===== config.mk =====
export PLATFORM = sky130hd
export DESIGN_NAME = bcd_mod_counter
export DESIGN_NICKNAME = d
export VERILOG_FILES = /design/src/rtl/bcd_mod_counter.sv
export SDC_FILE = /design/constraint.sdc
export NUM_CORES = 1
export LEC_CHECK = 0
export ABC_AREA = 1
export CAP_MARGIN = 20
export CORE_MARGIN = 2
export CORE_UTILIZATION = 43
export DETAILED_ROUTE_END_ITERATION = 6
export PLACE_DENSITY = 0.81
export SYNTH_ARGS = -nofsm -noshare
export SYNTH_HDL_FRONTEND = slang
export SYNTH_SLANG_ARGS = --single-unit

===== constraint.sdc =====
create_clock -name i_clk -period 1.4 [get_ports i_clk]
set_clock_uncertainty 0.1 [all_clocks]
set_input_delay 0.21 -clock i_clk [delete_from_list [all_inputs] [get_ports i_clk]]
set_output_delay 0.21 -clock i_clk [all_outputs]
set_load 0.01 [all_outputs]

===== src/rtl/bcd_mod_counter.sv =====
// Multi-digit BCD counter with a programmable LOW..HIGH range, up/down stepping,
// validated parallel load, a wrap pulse and a combinational terminal count for chaining.
module bcd_mod_counter #(
    parameter int DIGITS = 2,
    parameter int LOW    = 0,
    parameter int HIGH   = 11
) (
    input  logic                  i_clk,
    input  logic                  i_reset,
    input  logic                  i_ena,
    input  logic                  i_dn,
    input  logic                  i_wr,
    input  logic [4*DIGITS-1:0]   i_in,
    output logic [4*DIGITS-1:0]   o_q,
    output logic                  o_tc,
    output logic                  o_out,
    output logic                  o_err
);

    localparam int W = 4 * DIGITS;

    function automatic logic [W-1:0] to_bcd(input int v);
        logic [W-1:0] r;
        int           t;
        r = '0;
        t = v;
        for (int d = 0; d < DIGITS; d++) begin
            r[4*d +: 4] = 4'(t % 10);
            t = t / 10;
        end
        return r;
    endfunction

    // Range bounds exist only as BCD constants; nothing is converted at runtime.
    localparam logic [W-1:0] LOW_BCD  = to_bcd(LOW);
    localparam logic [W-1:0] HIGH_BCD = to_bcd(HIGH);

    logic [W-1:0] r_q;
    logic         r_out;
    logic         r_err;

    logic [W-1:0] w_inc;
    logic [W-1:0] w_dec;
    logic         w_digits_ok;
    logic         w_in_range;
    logic         w_load_ok;
    logic         w_at_low;
    logic         w_at_high;

    always_comb begin
        logic v_carry;
        w_inc   = r_q;
        v_carry = 1'b1;
        for (int d = 0; d < DIGITS; d++) begin
            if (v_carry) begin
                if (r_q[4*d +: 4] == 4'd9) begin
                    w_inc[4*d +: 4] = 4'd0;
                end else begin
                    w_inc[4*d +: 4] = r_q[4*d +: 4] + 4'd1;
                    v_carry         = 1'b0;
                end
            end
        end
    end

    always_comb begin
        logic v_borrow;
        w_dec    = r_q;
        v_borrow = 1'b1;
        for (int d = 0; d < DIGITS; d++) begin
            if (v_borrow) begin
                if (r_q[4*d +: 4] == 4'd0) begin
                    w_dec[4*d +: 4] = 4'd9;
                end else begin
                    w_dec[4*d +: 4] = r_q[4*d +: 4] - 4'd1;
                    v_borrow        = 1'b0;
                end
            end
        end
    end

    // With every digit <= 9, plain unsigned ordering of the BCD word matches decimal ordering.
    always_comb begin
        w_digits_ok = 1'b1;
        for (int d = 0; d < DIGITS; d++) begin
            if (i_in[4*d +: 4] > 4'd9) begin
                w_digits_ok = 1'b0;
            end
        end
    end

    assign w_in_range = (i_in >= LOW_BCD) && (i_in <= HIGH_BCD);
    assign w_load_ok  = w_digits_ok && w_in_range;
    assign w_at_low   = (r_q == LOW_BCD);
    assign w_at_high  = (r_q == HIGH_BCD);

    always_ff @(posedge i_clk) begin
        if (i_reset) begin
            r_q   <= LOW_BCD;
            r_out <= 1'b0;
            r_err <= 1'b0;
        end else begin
            r_out <= 1'b0;
            r_err <= 1'b0;
            if (i_wr) begin
                if (w_load_ok) begin
                    r_q <= i_in;
                end else begin
                    r_err <= 1'b1;
                end
            end else if (i_ena) begin
                if (i_dn) begin
                    if (w_at_low) begin
                        r_q   <= HIGH_BCD;
                        r_out <= 1'b1;
                    end else begin
                        r_q <= w_dec;
                    end
                end else begin
                    if (w_at_high) begin
                        r_q   <= LOW_BCD;
                        r_out <= 1'b1;
                    end else begin
                        r_q <= w_inc;
                    end
                end
            end
        end
    end

    // Terminal count stays combinational so a downstream stage steps on the same edge as the wrap.
    assign o_tc  = i_dn ? w_at_low : w_at_high;
    assign o_q   = r_q;
    assign o_out = r_out;
    assign o_err = r_err;

endmodule


# Word level (Yosys, flattened, before mapping)
# Index checks and enable logic that the tools add are counted.
# totals
reg_bits	10
output_inout_bits	11
# op_classes
addsub	4
reduce_logical	11
magnitude_cmp	4
bitwise	2
muxes	21
eq_ne	5
# op_table
operator	n
8-bit 2-to-1 mux	6
4-bit 2-to-1 mux	6
1-bit 2-to-1 mux	9
4-bit by 1-bit adder with 4-bit output (second input constant)	2
4-bit == test (second input constant)	2
8-bit by 5-bit == test with 1-bit output (second input constant)	1
8-bit by 1-bit greater-or-equal comparator with 1-bit output (second input constant)	1
4-bit > comparator (second input constant)	2
8-bit by 5-bit <= comparator with 1-bit output (second input constant)	1
4-bit zero test	2
8-bit zero test	1
4-bit by 1-bit subtractor with 4-bit output (second input constant)	2
4-bit by 1-bit != test with 1-bit output (second input constant)	1
4-bit AND reduction	1
4-bit nonzero test	1
3-bit OR reduction	1
1-bit logical AND	2
2-bit by 1-bit != test with 1-bit output (second input constant)	1
1-bit inverter	2
2-bit AND reduction	1
2-bit nonzero test	1
2-bit OR reduction	1

# Longest topological paths before layout
# Gate-level depths: netlist of the first run.
# logic_depth
ltp_word	7
depth_mapped	11
ltp_nobuf	11

# Worst setup path before layout of the first run
# Ideal clock, no wire load.
# synth_timing
kind	flip-flop to flip-flop
from	register r_q[0], in the netlist o_q[0]
to	register r_q[7], in the netlist o_q[7]
t_arrival_ns	1.313
path_slack_ns	-0.129
path_stages_with_launch	9
setup_ns	0.116
path_cell_list	dfxtp_1 inv_1 ha_1 nand3_1 nand2_2 nand2_2 nor2_4 o21ai_0 nor2_1
# synth_between
elab_chain_len	5
elab_cells_between_ends	14
# synth_lines
item	line_no	rtl
from (decl)	38	logic [W-1:0] r_q;
from (signal assigned)	107	r_q <= i_in;
from (signal assigned)	117	r_q <= w_dec;
from (signal assigned)	124	r_q <= w_inc;
8-bit by 5-bit == test with 1-bit output / 8-bit zero test (equally long branches)	95, 94	
8-bit 2-to-1 mux (on tied branches)	120, 113	
8-bit 2-to-1 mux	112	if (i_dn) begin
8-bit 2-to-1 mux	111	end else if (i_ena) begin
8-bit 2-to-1 mux	105	if (i_wr) begin
# Several ways; a longest one is shown, not always the timed one. The select of a mux whose other input is x is not followed.
# A chain may end at the register's enable or synchronous reset.

# Final worst setup path of the first run
# layout_timing
from	register r_q[1], in the netlist o_q[1]
to	output o_tc
# layout_between
elab_chain_len	2
elab_cells_between_ends	3
# layout_lines
item	line_no	rtl
8-bit by 5-bit == test with 1-bit output / 8-bit zero test (equally long branches)	95, 94	
1-bit 2-to-1 mux *	132	assign o_tc = i_dn ? w_at_low : w_at_high;
to (decl)	15	output logic o_tc,
# Every way passes the cells marked *; elsewhere a longest branch is shown, timed or not.

==> results.json, run 1 <==
{
  "route.antenna.remaining_nets": 0,
  "synth-seq-area-share_pct": 22.22,
  "cts_max_path_buffers": 2,
  "place_inst": 233,
  "worst_hold_path_type": "in2reg",
  "p_leak_nw": 0.8084,
  "initial_utilization_pct": 45.92,
  "worst_slew_margin_rel_pct": 79.98,
  "outcome": "finished, violations left",
  "netlist_area_sq_um": 900.9,
  "cts-htree-levels": 1,
  "via_count": 1219,
  "number_of_cell_rows": 16,
  "pin_slew_with_the_least_headroom_to_its_limit_ps": 297.2,
  "tritoncts": "yes",
  "synth-edff-count": 0,
  "first_pass_grt_wire_length_um": 5292,
  "synth_area_leaders": "sky130_fd_sc_hd__dfxtp_1 22%, sky130_fd_sc_hd__nand2_1 16%, sky130_fd_sc_hd__nor2_1 8.8%, sky130_fd_sc_hd__inv_1 7.5%, sky130_fd_sc_hd__nand3_1 7.2%",
  "clk_transition_reported_paths_ps": 60,
  "syn_inst": 149,
  "worst_setup_path_end_kind": "output pin",
  "detailedRoute.firstIterationViolations": 28,
  "synth_warnings": 0,
  "synth.lib_cells_used.distinct": 23,
  "placed_cell_area_sq_mm": 0.001431,
  "final_hold_viol_count": 0,
  "wirelength_um": 3512,
  "layout.cell_area.non_filler_sq_mm": 0.001633,
  "wl_per_cell_um": 14.57,
  "period_share_pct": 120.1,
  "syn_avg_cell_area_sq_um": 6.046,
  "report.power.total_mw": 1.027,
  "final_max_slew_viol_count": 0,
  "failed_checks": "setup timing",
  "num-nets-final": 232,
  "portBuffers": 23,
  "finalSetupViolations": 9,
  "yosysTopAreaCellShare_pct": 22.22,
  "layout-drive-gt1-share_pct": 41.12,
  "number_of_synthesized_register_bits": 10,
  "grt_setup_unrepaired": "yes",
  "remaining_drc_errors": 0,
  "maximum_number_of_pins_on_one_net_before_global_route_repair": 7,
  "worstSetupPathType": "reg2out",
  "coreArea_sq_mm": 0.001962,
  "antenna_cells_inserted": 0,
  "track_usage_pct": 27.62,
  "floorplan.die.width_um": 49.77,
  "tritoncts_buffers": 3,
  "worst_r2r_path_depth": 11,
  "min_delay_path_depth": 5,
  "ir_drop_mv": 0.8537,
  "dr.pass1.iters": 5,
  "final_cells": 241,
  "crit_path_start_kind": "register",
  "synth.net_count": 166,
  "chipHeight_um": 49.77,
  "synth-async-reset-ratio_pct": 0,
  "clk_latency_ps": 260,
  "netlist_top_cells_count": "39 x sky130_fd_sc_hd__nand2_1, 21 x sky130_fd_sc_hd__nor2_1, 18 x sky130_fd_sc_hd__inv_1",
  "arrival_ps": 1370,
  "finalWorstPathRequiredPeriod_ps": 1681,
  "grt_antenna_before_repair": 0,
  "fin_tns_setup_ps": -1877,
  "ys.flop_type": "sky130_fd_sc_hd__dfxtp_1",
  "via_count_of_the_first_global_routing_pass": 1230,
  "power.density_mw_per_mm2": 629.0,
  "ratio_of_routed_vias_to_standard_cells": 5.058,
  "gpl.final_weighted_congestion": 0.8985,
  "cap_violations": 0,
  "design.die.area_sq_mm": 0.002477,
  "num_io_pins": 24,
  "worst_ep_required_time_ps": 1090,
  "maxClockFrequency_mhz": 594.8,
  "root_buffer": "sky130_fd_sc_hd__clkbuf_4",
  "cts_num_sinks": 10,
  "yosys.cell_count.top_type": "sky130_fd_sc_hd__nand2_1",
  "area_growth_pct": 81.25,
  "final_core_util_pct": 83.23,
  "synth_area_leader_cell": "sky130_fd_sc_hd__dfxtp_1",
  "crit_path_max_fo": 3,
  "dp.final_hpwl_um": 2357,
  "n_fill_cell": 149,
  "grt_overflow": 0,
  "setup_slack_ps": -281.2
}
-- state kept, by name (all words and copies together), names as in the netlist --
signal  flops
o_err       1
o_out       1
o_q         8
-- logic make-up after synthesis --
logic type                 share of synthesized area [%]
adders and majority gates                          5.556
and+or+nand+nor                                    45.83
DFF                                                22.22
AOI/OAI and AO/OA                                  13.47
buffers and inverters                              9.999
xor gates and xnor gates                           2.917
-- critical path, cell delays in order, from the launching register on --
cell and delay (ps):
sky130_fd_sc_hd__dfxtp_4 350, sky130_fd_sc_hd__inv_4 80, sky130_fd_sc_hd__ha_4 130, sky130_fd_sc_hd__inv_2 40
sky130_fd_sc_hd__nor2_2 120, sky130_fd_sc_hd__nand2_2 80, sky130_fd_sc_hd__inv_2 70, sky130_fd_sc_hd__nand2_2 60
sky130_fd_sc_hd__nand2_2 80, sky130_fd_sc_hd__buf_6 100
-- timing repair --
| action | in CTS | in global routing |
|---|---|---|
| setup endpoints to repair | 20 | 12 |
| gates resized for setup | 54 | 13 |
| pin swaps | 16 | 12 |
| buffers inserted | 3 | 1 |
| hold buffers | 0 | 0 |
-- final timing paths --
kind              startpoint     end  slack, ps
setup / recovery      o_q[1]    o_tc       -280
hold / removal       i_in[7]  o_q[7]        350
setup reg to reg      o_q[1]  o_q[5]       -280
hold reg to reg       o_q[7]  o_q[7]        530
-- per-stage QoR --
step	worst slack, ps	hold slack, ps
3_5_place_dp	-511.7	524.4
3_3_place_gp	-469.7	515.1
5_1_grt	-338.9	392.2
2_1_floorplan	-6.213	172.4
6_report	-281.2	348.9
4_1_cts	-213.9	346.0
-- per-layer routing --
layer,GRT usage [%],vias to the layer above,wire [um]
met4,5.093,0,59
met2,56.22,33,1912
met1,28.12,575,1438
li1,-,605,-
met3,6.061,6,101
met5,0,-,0
-- layout by cell type (no fill, tap or decap), types with 6 or more instances in the layout --
cell	Yosys	layout
sky130_fd_sc_hd__buf_4	0	36
sky130_fd_sc_hd__nand2_1	39	34
sky130_fd_sc_hd__nor2_1	21	16
sky130_fd_sc_hd__inv_1	18	14
sky130_fd_sc_hd__dlygate4sd2_1	0	13
sky130_fd_sc_hd__o21ai_0	12	9
sky130_fd_sc_hd__nand3_1	13	8
sky130_fd_sc_hd__nand2_2	4	7
sky130_fd_sc_hd__clkdlybuf4s50_1	0	7
sky130_fd_sc_hd__inv_2	3	6
sky130_fd_sc_hd__dfxtp_1	10	6
-- area by class of cell --
class	count	area, sq um	share of cell area, %
Clock buffer	4	26.28	1.609
Sequential cell	10	210.2	12.87
Timing Repair Buffer	62	519.2	31.80
Multi-Input combinational cell	117	762.0	46.67
Inverter	21	81.33	4.981
Tap cell	27	33.78	2.069
-- report_power, final --
part	internal, mW	switching (mW)
Combinational	0.237	0.265
Sequential	0.303	0.0164
Clock	0.110	0.0945
(Power assumes the default switching activity.)
==> run 2, diff against run 1 <==
--- a/config.mk
+++ b/config.mk
@@ -8,9 +8,11 @@
 export ABC_AREA = 1
 export CAP_MARGIN = 20
 export CORE_MARGIN = 2
-export CORE_UTILIZATION = 43
+export CORE_UTILIZATION = 45
 export DETAILED_ROUTE_END_ITERATION = 6
-export PLACE_DENSITY = 0.81
+export DONT_BUFFER_PORTS = 1
+export PLACE_DENSITY = 0.68
+export SLEW_MARGIN = 20
 export SYNTH_ARGS = -nofsm -noshare
 export SYNTH_HDL_FRONTEND = slang
 export SYNTH_SLANG_ARGS = --single-unit
==> run 2 against run 1 <==
The run still ends with setup timing left. Non-clock buffer count down 36. Die area shrank 4.1%. First-iteration DRC count up 36%. Cell count fell by 15%. Global-route usage down 3.2 points. Sequential cell count is the same. Critical path type is now reg2reg. Critical endpoint is now o_q[6]. Largest cell class unchanged. Highest routed layer unchanged.
==> results.json, run 2 (synthesis results as in run 1) <==
{
  "grt_overflow": 0,
  "min_delay_path_depth": 2,
  "place_ws_ps": -125.0,
  "dr.pass1.iters": 4,
  "track_usage_pct": 24.40,
  "layout.cell_area.non_filler_sq_mm": 0.001324,
  "number_of_cell_rows": 16,
  "fin_tns_setup_ps": -1074,
  "worst_setup_path_end_kind": "register",
  "first_pass_grt_wire_length_um": 4588,
  "worst_ep_required_time_ps": 1500,
  "crit_path_start_kind": "register",
  "floorplan.die.width_um": 48.74,
  "portBuffers": 0,
  "cts_num_sinks": 10,
  "clk_transition_reported_paths_ps": 70,
  "setup_slack_ps": -183.0,
  "maxClockFrequency_mhz": 631.7,
  "chipHeight_um": 48.74,
  "outcome": "finished, violations left",
  "worst_slew_margin_rel_pct": 77.52,
  "antenna_cells_inserted": 0,
  "detailedRoute.firstIterationViolations": 38,
  "ratio_of_routed_vias_to_standard_cells": 5.322,
  "largest_register_ff_count": 8,
  "worstSetupPathType": "reg2reg",
  "dp.final_hpwl_um": 1892,
  "route.antenna.remaining_nets": 0,
  "rrSetupSlack_ps": -180,
  "num-nets-final": 196,
  "ir_drop_mv": 0.6536,
  "global_route.peak_usage_layer": "met2",
  "finalWorstPathRequiredPeriod_ps": 1583,
  "initial_utilization_pct": 46.88,
  "cts-htree-levels": 1,
  "worst_path_dominant_cell_family": "simple AND/OR/NAND/NOR gates",
  "num_io_pins": 24,
  "critPathBufInv": 2,
  "via_count": 1091,
  "tritoncts": "yes",
  "design.die.area_sq_mm": 0.002376,
  "grt.met1_usage_pct": 29.64,
  "period_share_pct": 113.1,
  "gpl.final_weighted_congestion": 0.8337,
  "r2r_startpoint": "o_q[3]",
  "wirelength_um": 2874,
  "wl_per_cell_um": 14.02,
  "cpPeakStageDelay_ps": 360,
  "timing.rr.end": "o_q[6]",
  "grt.met2_usage_pct": 42.92,
  "critical_path.cell_chain": "inv_2 > nand2_1 > nor2_1 > nand2_2 > buf_6 > nand3b_4 > nand2_4 > nor2_4 > o21ai_2 > nor2_1",
  "worst_hold_path_type": "in2reg",
  "commonest_cells_after_routing_fill_and_taps_aside": "30 x sky130_fd_sc_hd__nand2_1, 22 x sky130_fd_sc_hd__buf_4, 18 x sky130_fd_sc_hd__nor2_1, 12 x sky130_fd_sc_hd__inv_1",
  "root_buffer": "sky130_fd_sc_hd__clkbuf_4",
  "failed_checks": "setup timing",
  "timing.critical_path.slowest_stage_cell": "sky130_fd_sc_hd__dfxtp_1",
  "p_leak_nw": 0.6119,
  "worst_r2r_path_depth": 10,
  "critical-path-top-cell-by-count": "sky130_fd_sc_hd__nor2_1",
  "tritoncts_buffers": 3,
  "placed_cell_area_sq_mm": 0.001044,
  "area_growth_pct": 46.94,
  "final_hold_viol_count": 0,
  "timing.hold.worst_endpoint": "o_out",
  "grt_setup_unrepaired": "yes",
  "via_count_of_the_first_global_routing_pass": 1084,
  "pin_slew_with_the_least_headroom_to_its_limit_ps": 336.8,
  "remaining_drc_errors": 0,
  "finalSetupViolations": 9,
  "crit_path_max_fo": 4,
  "maximum_number_of_pins_on_one_net_before_global_route_repair": 12,
  "cap_violations": 0,
  "grt_antenna_before_repair": 0,
  "coreArea_sq_mm": 0.001922,
  "final_max_slew_viol_count": 0,
  "report.power.total_uw": 941.8,
  "power.density_mw_per_mm2": 711.4,
  "whs_ps": 69.93,
  "layout-drive-gt1-share_pct": 41.57,
  "start_point_of_the_worst_min_delay_path": "i_ena",
  "clk_latency_ps": 270,
  "use_met3_pct": 4.321,
  "layout.cells.most_common": "sky130_fd_sc_hd__nand2_1",
  "arrival_ps": 1680,
  "cts_max_path_buffers": 2
}
## run 2: metal layers
layer	up-vias	routed length, um
met4	0	56
met1	506	1204
met3	7	171
met5	-	0
met2	42	1442
li1	536	-
## run 2: how the worst max path moves through the flow
stage	slack, ps	to	cells after the start	start
2_1_floorplan	-6	o_q[5]	10	o_q[1]
3_3_place_gp	-90	o_q[5]	10	o_q[1]
3_5_place_dp	-120	o_q[6]	10	o_q[1]
4_1_cts	-150	o_tc	8	o_q[1]
5_1_grt	-270	o_q[6]	10	o_q[3]
6_report	-180	o_q[6]	10	o_q[3]
## run 2: repair_timing
item                                    CTS  global route
hold buffers                              1             0
endpoints found under the hold margin     4             0
resized for setup                        27            24
endpoints found under the setup margin   10            10
pin swaps                                 8             8
setup buffers                             9             2
gates cloned                              0             0
## run 2: final cells by class
class / instances / area (sq um)
inverter: 21 / 93.84
sequential: 10 / 210.2
multi-input combinational: 117 / 750.7
timing repair buffer: 26 / 209.0
clock buffer: 4 / 26.28
tap: 27 / 33.78
fill: 161 / 598.1
## run 2: where the power goes
group | internal, mW | total [mW] | switching (mW)
logic | 0.178 | 0.402 | 0.225
registers | 0.303 | 0.329 | 0.0254
clock network | 0.110 | 0.211 | 0.100
total | 0.591 | 0.942 | 0.350
## run 2: per-stage QoR
stage	util [%]	cells
finish	68.88	205
global route	68.88	205
CTS	64.26	203
detailed placement	54.30	189
global placement	54.30	189
floorplan	-	149
## run 2: worst reg2reg max path, stage by stage, from the launching register on
cell and delay, ps:
sky130_fd_sc_hd__dfxtp_1 360, sky130_fd_sc_hd__inv_2 120, sky130_fd_sc_hd__nand2_1 70, sky130_fd_sc_hd__nor2_1 110, sky130_fd_sc_hd__nand2_2 80, sky130_fd_sc_hd__buf_6 120, sky130_fd_sc_hd__nand3b_4 110, sky130_fd_sc_hd__nand2_4 70
sky130_fd_sc_hd__nor2_4 160, sky130_fd_sc_hd__o21ai_2 80, sky130_fd_sc_hd__nor2_1 120
